**config.mk**
```make
export PLATFORM = sky130hd
export DESIGN_NAME = mc_main_ctrl
export DESIGN_NICKNAME = d
export VERILOG_FILES = /design/src/rtl/mc_pkg.sv /design/src/rtl/mc_ctrl_decode.sv /design/src/rtl/mc_main_ctrl.sv
export SDC_FILE = /design/constraint.sdc
export NUM_CORES = 1
export LEC_CHECK = 0
export CORE_UTILIZATION = 40
export CTS_CLUSTER_SIZE = 25
export DETAILED_ROUTE_END_ITERATION = 8
export PLACE_DENSITY = 0.78
export SLEW_MARGIN = 40
export SYNTH_ARGS = -nofsm -noshare
export SYNTH_HDL_FRONTEND = slang
export SYNTH_SLANG_ARGS = --single-unit
```
**constraint.sdc**
```tcl
create_clock -name clk -period 1.8 [get_ports clk]
set_input_delay 0.18 -clock clk [delete_from_list [all_inputs] [get_ports clk]]
set_output_delay 0.18 -clock clk [all_outputs]
set_load 0.05 [all_outputs]
```
**src/rtl/mc_pkg.sv**
```systemverilog
// Shared definitions for the multicycle MIPS main control FSM:
// opcode constants, FSM state enum, control-field encodings and the
// control word produced by the state decoder.
package mc_pkg;

  localparam logic [5:0] OP_RTYPE = 6'h00;
  localparam logic [5:0] OP_J     = 6'h02;
  localparam logic [5:0] OP_BEQ   = 6'h04;
  localparam logic [5:0] OP_ADDI  = 6'h08;
  localparam logic [5:0] OP_ORI   = 6'h0D;
  localparam logic [5:0] OP_LW    = 6'h23;
  localparam logic [5:0] OP_SW    = 6'h2B;

  typedef enum logic [3:0] {
    IDLE   = 4'd0,
    FETCH  = 4'd1,
    DECODE = 4'd2,
    MEMADR = 4'd3,
    MEMRD  = 4'd4,
    MEMWB  = 4'd5,
    MEMWR  = 4'd6,
    EXEC   = 4'd7,
    ALUWB  = 4'd8,
    BEQ    = 4'd9,
    IEXEC  = 4'd10,
    IWB    = 4'd11,
    JUMP   = 4'd12
  } state_e;

  typedef enum logic [1:0] {
    ALU_ADD   = 2'b00,
    ALU_SUB   = 2'b01,
    ALU_FUNCT = 2'b10,
    ALU_ORI   = 2'b11
  } alu_op_e;

  typedef enum logic [1:0] {
    SRCB_REG     = 2'b00,
    SRCB_FOUR    = 2'b01,
    SRCB_IMM     = 2'b10,
    SRCB_IMM_SH2 = 2'b11
  } alu_src_b_e;

  typedef enum logic [1:0] {
    PCSRC_ALU    = 2'b00,
    PCSRC_ALUOUT = 2'b01,
    PCSRC_JUMP   = 2'b10
  } pc_src_e;

  // Ungated control word; the *_rdy / *_zero enables are qualified by
  // mem_ready / zero in the top level.
  typedef struct packed {
    logic       mem_req;
    logic       mem_we;
    logic       i_or_d;
    logic       ir_write_rdy;
    logic       pc_write_rdy;
    logic       pc_write_uncond;
    logic       pc_write_zero;
    pc_src_e    pc_src;
    logic       alu_src_a;
    alu_src_b_e alu_src_b;
    alu_op_e    alu_op;
    logic       reg_write;
    logic       reg_dst;
    logic       mem_to_reg;
  } ctrl_t;

endpackage

```
**src/rtl/mc_ctrl_decode.sv**
```systemverilog
// Combinational state-to-control-word decode for mc_main_ctrl.
//   state  : current FSM state
//   is_ori : IR opcode is ORI (selects the ALU class in IEXEC)
//   cw     : control word, all-zero for IDLE and unused encodings
module mc_ctrl_decode
  import mc_pkg::*;
(
  input  state_e state,
  input  logic   is_ori,
  output ctrl_t  cw
);

  always_comb begin
    cw = '0;
    case (state)
      FETCH: begin
        cw.mem_req      = 1'b1;
        cw.alu_src_b    = SRCB_FOUR;
        cw.ir_write_rdy = 1'b1;
        cw.pc_write_rdy = 1'b1;
      end
      DECODE: cw.alu_src_b = SRCB_IMM_SH2;
      MEMADR: begin
        cw.alu_src_a = 1'b1;
        cw.alu_src_b = SRCB_IMM;
      end
      MEMRD: begin
        cw.mem_req = 1'b1;
        cw.i_or_d  = 1'b1;
      end
      MEMWB: begin
        cw.reg_write  = 1'b1;
        cw.mem_to_reg = 1'b1;
      end
      MEMWR: begin
        cw.mem_req = 1'b1;
        cw.mem_we  = 1'b1;
        cw.i_or_d  = 1'b1;
      end
      EXEC: begin
        cw.alu_src_a = 1'b1;
        cw.alu_op    = ALU_FUNCT;
      end
      ALUWB: begin
        cw.reg_write = 1'b1;
        cw.reg_dst   = 1'b1;
      end
      BEQ: begin
        cw.alu_src_a     = 1'b1;
        cw.alu_op        = ALU_SUB;
        cw.pc_src        = PCSRC_ALUOUT;
        cw.pc_write_zero = 1'b1;
      end
      IEXEC: begin
        cw.alu_src_a = 1'b1;
        cw.alu_src_b = SRCB_IMM;
        cw.alu_op    = is_ori ? ALU_ORI : ALU_ADD;
      end
      IWB: cw.reg_write = 1'b1;
      JUMP: begin
        cw.pc_src          = PCSRC_JUMP;
        cw.pc_write_uncond = 1'b1;
      end
      default: cw = '0;
    endcase
  end

endmodule

```
**src/rtl/mc_main_ctrl.sv**
```systemverilog
// Main control FSM for the multicycle MIPS datapath.
// Inputs : clk, rst_n (async, active low), opcode (IR[31:26]),
//          zero (ALU zero flag), mem_ready (memory completes this cycle).
// Outputs: memory request/write/address select, IR and PC enables,
//          PC source, ALU operand/operation selects, register-file
//          write controls, illegal_op pulse and state_o debug view.
module mc_main_ctrl
  import mc_pkg::*;
#(
  parameter int unsigned OPW = 6,
  parameter int unsigned SW  = 4
) (
  input  logic           clk,
  input  logic           rst_n,
  input  logic [OPW-1:0] opcode,
  input  logic           zero,
  input  logic           mem_ready,
  output logic           mem_req,
  output logic           mem_we,
  output logic           i_or_d,
  output logic           ir_write,
  output logic           pc_write,
  output logic [1:0]     pc_src,
  output logic           alu_src_a,
  output logic [1:0]     alu_src_b,
  output logic [1:0]     alu_op,
  output logic           reg_write,
  output logic           reg_dst,
  output logic           mem_to_reg,
  output logic           illegal_op,
  output logic [SW-1:0]  state_o
);

  state_e     state_q, state_d;
  logic [5:0] op;
  logic       illegal;
  ctrl_t      cw;

  assign op = 6'(opcode);

  always_comb begin
    state_d = state_q;
    illegal = 1'b0;
    case (state_q)
      IDLE:   state_d = FETCH;
      FETCH:  if (mem_ready) state_d = DECODE;
      DECODE: begin
        case (op)
          OP_LW, OP_SW:    state_d = MEMADR;
          OP_RTYPE:        state_d = EXEC;
          OP_BEQ:          state_d = BEQ;
          OP_ADDI, OP_ORI: state_d = IEXEC;
          OP_J:            state_d = JUMP;
          default: begin
            state_d = FETCH;
            illegal = 1'b1;
          end
        endcase
      end
      MEMADR: state_d = (op == OP_LW) ? MEMRD : MEMWR;
      MEMRD:  if (mem_ready) state_d = MEMWB;
      MEMWB:  state_d = FETCH;
      MEMWR:  if (mem_ready) state_d = FETCH;
      EXEC:   state_d = ALUWB;
      ALUWB:  state_d = FETCH;
      BEQ:    state_d = FETCH;
      IEXEC:  state_d = IWB;
      IWB:    state_d = FETCH;
      JUMP:   state_d = FETCH;
      default: state_d = IDLE;
    endcase
  end

  always_ff @(posedge clk or negedge rst_n) begin
    if (!rst_n) state_q <= IDLE;
    else        state_q <= state_d;
  end

  mc_ctrl_decode u_decode (
    .state  (state_q),
    .is_ori (op == OP_ORI),
    .cw     (cw)
  );

  assign mem_req    = cw.mem_req;
  assign mem_we     = cw.mem_we;
  assign i_or_d     = cw.i_or_d;
  assign ir_write   = cw.ir_write_rdy & mem_ready;
  assign pc_write   = cw.pc_write_uncond
                    | (cw.pc_write_rdy & mem_ready)
                    | (cw.pc_write_zero & zero);
  assign pc_src     = cw.pc_src;
  assign alu_src_a  = cw.alu_src_a;
  assign alu_src_b  = cw.alu_src_b;
  assign alu_op     = cw.alu_op;
  assign reg_write  = cw.reg_write;
  assign reg_dst    = cw.reg_dst;
  assign mem_to_reg = cw.mem_to_reg;
  assign illegal_op = illegal;
  assign state_o    = SW'(state_q);

endmodule
```
==> metrics.txt, run 1 <==
status finished, final reports clean; Worst Slack Setup Final 0.05788 ns; nets@finish 143; Worst path max stage delay 0.40 ns; total track usage 0.2520; Post-synth EDFFs 0; initial core utilization 0.4311; vias in the first global route 828; Slew headroom 0.7555; Syn Inst Count 96; worst r2r path cells 5; CTS sink count 4; first-pass GRT wire length 3.512 mm; max FFs per register 4; hold_buf cts 0; initial antenna violation count 0; fin. max-slew vios 0; period utilization 0.9678; worst slew pin tran 0.3662 ns; clock buffer depth 2; vias post-DR 849; Vias/cell 5.776; Setup TNS 0 ns; Iter 0 DRT Violations 17; distinct cell type count after synthesis 40; Post-Syn Area 649.4 um2; # rows 14; # setup viols final 0; DRC Markers 0; sequential cell area 105.1 um2; Tot Pwr 2.183 mW; worst path cell trace buf_4, nand2_1, nor3_4, a211o_4, buf_4; Ant. Diodes 0; fmax 0.5740 GHz; drt wl/cell 14.15 um; Fillers 86; slowest CP cell dfrtp_2; share of layout cells above drive strength 1 0.4656; Power Density 1722 mW/mm2; post-route minimum period 1.742 ns; mean post-synth cell area 6.764 um2; worst min path class in -> async; Clock Latency Late Sink 0.24 ns; Primary FF master, synth dfrtp_1; final WL 2.080 mm; worst setup path class reg -> out; DR pass1 iterations 4; startpoint types flop; post-route ant nets 0; I/O pins 30; Worst-path clk slew 0.04 ns; largest net degree at the start of global routing 16; clock root buffer master clkbuf_4; CP required 1.62 ns; Leak 0.5539 nW; Die Y 42.29 um; YS warnings 0; Routability Congestion 0.8934; Hold Worst Slack 0.1367 ns; critical path arrival 1.56 ns; Remaining Overflow, GRT 0; Fin. Hold Viols 0; DIE WIDTH 42.29 um; CORE AREA 0.001506 mm2; DIE AREA 0.001788 mm2; RSZ-0062 raised after global routing false; worst clock skew 0.0006635 ns; hpwl dp 1.643 mm; CP endpoint kind output port; I/O Buffers 29; TritonCTS clock tree done; Seq/Total Area, Yosys 0.1541; area of the multi-input gates 594.3 um2; crit path max fanout 12; synthesized flop and latch total 4; Net Count, Synth 106; CTS H-tree depth 1; Maximum Capacitance Violations 0; worst slack, placed -0.02251 ns; Area Overhead vs Synth 95.18%; VDD IR max 0.001637 V; CTS Buf Count 3; Async S/R FF share, synth 1.000; Crit path top cell by count buf_4
## placed cells by master (no fill, tap or decap), types with 3 or more instances in the layout
master / synthesis / layout
a21oi_1: 9 / 8
inv_2: 3 / 3
nor2_4: 0 / 4
nand2_1: 11 / 11
dlymetal6s2s_1: 0 / 3
clkbuf_4: 0 / 3
nor3_1: 6 / 3
buf_12: 0 / 14
dfrtp_2: 0 / 4
o21ai_0: 4 / 4
clkdlybuf4s50_1: 0 / 4
o21a_1: 3 / 3
nor2b_1: 3 / 3
buf_4: 0 / 18
nor2_1: 13 / 7
## cells in the mapped netlist (all sizes together) (2+ instances only)
master,instances,area share
nor4,2,0.029
nor3,6,0.046
o21a,3,0.035
nand2b,3,0.029
inv,4,0.023
a21oi,9,0.069
o21ai,5,0.039
nand2,11,0.064
nor2b,3,0.029
dfrtp,4,0.15
xor2,2,0.027
clkbuf,3,0.019
buf,6,0.056
mux2i,2,0.031
nor2,13,0.075
## critical path, delay by kind of cell (launching register included)
kind / cells / cell delay [ns]
compound gates: 1 / 0.30
flops: 1 / 0.40
buf+inv: 2 / 0.38
simple gates: 2 / 0.24
## metrics by stage
step / cells / area [um2] / util
2_1_floorplan: 96 / 744.5 / -
3_3_place_gp: 143 / 1204 / 0.7990
3_5_place_dp: 143 / 1204 / 0.7990
4_1_cts: 146 / 1235 / 0.8198
5_1_grt: 147 / 1267 / 0.8414
6_report: 147 / 1267 / 0.8414
## power by group
group	internal [mW]	switching [mW]
logic	0.776	1.11
registers	0.133	0.0471
clock network	0.0748	0.0411
## layer usage
| layer | up-vias | wire (um) | global-route usage |
|---|---|---|---|
| li1 | 412 | - | - |
| met1 | 393 | 832 | 0.3085 |
| met2 | 39 | 1085 | 0.4492 |
| met3 | 5 | 133 | 0.02586 |
| met4 | 0 | 29 | 0.09375 |
| met5 | - | 0 | 0 |
## worst paths after layout
kind / start / end / slack (ns)
min in group clk: opcode[4] / state_o[3]$_DFFE_PN0P_ / 0.49
max in group asynchronous: rst_n / state_o[2]$_DFFE_PN0P_ / 1.48
worst max-delay path: state_o[3]$_DFFE_PN0P_ / pc_write / 0.06
worst min register to register: state_o[2]$_DFFE_PN0P_ / state_o[1]$_DFFE_PN0P_ / 0.69
worst max register to register: state_o[0]$_DFFE_PN0P_ / state_o[3]$_DFFE_PN0P_ / 0.43
worst min-delay path: rst_n / state_o[0]$_DFFE_PN0P_ / 0.14
## layout make-up
cell class / instances / area share
repair buffers: 41 / 0.4028
clock buffers: 3 / 0.01777
inverters: 4 / 0.01185
well taps: 16 / 0.01579
multi-input cells: 79 / 0.4689
flip-flops and latches: 4 / 0.08292
## kinds of logic (layout without fill, tap and decap cells)
logic type / after synthesis / after routing / synth area share
AO/OA/AOI/OAI: 29 / 29 / 0.3102
adder cells (fa/ha/maj): 1 / 1 / 0.01541
XOR/XNOR: 2 / 2 / 0.02698
flip-flops: 4 / 4 / 0.1541
buffers and inverters: 13 / 48 / 0.09825
AND/OR/NAND/NOR: 45 / 45 / 0.3642
multiplexers: 2 / 2 / 0.03083
## what timing repair did
| item | in CTS | in global routing |
|---|---|---|
| gates resized for setup | 4 | 7 |
| endpoints found under the setup margin | 3 | 6 |
| setup buffers | 0 | 1 |
| pin swaps | 0 | 3 |
Power figures use the tool's default switching activity.
==> run 2: changes to the inputs <==
--- a/config.mk
+++ b/config.mk
@@ -8,6 +8,7 @@
 export CORE_UTILIZATION = 40
 export CTS_CLUSTER_SIZE = 25
 export DETAILED_ROUTE_END_ITERATION = 8
+export GPL_ROUTABILITY_DRIVEN = 0
 export PLACE_DENSITY = 0.78
 export SLEW_MARGIN = 40
 export SYNTH_ARGS = -nofsm -noshare
==> results of run 2 <==
The final DEF is identical to that of run 1; final timing and power are the same.
==> run 3: changes to the inputs <==
--- a/config.mk
+++ b/config.mk
@@ -10,7 +10,7 @@
 export DETAILED_ROUTE_END_ITERATION = 8
 export GPL_ROUTABILITY_DRIVEN = 0
 export PLACE_DENSITY = 0.78
-export SLEW_MARGIN = 40
+export SLEW_MARGIN = 20
 export SYNTH_ARGS = -nofsm -noshare
 export SYNTH_HDL_FRONTEND = slang
 export SYNTH_SLANG_ARGS = --single-unit
==> results of run 3 <==
The final DEF is identical to that of run 1; final timing and power are the same.
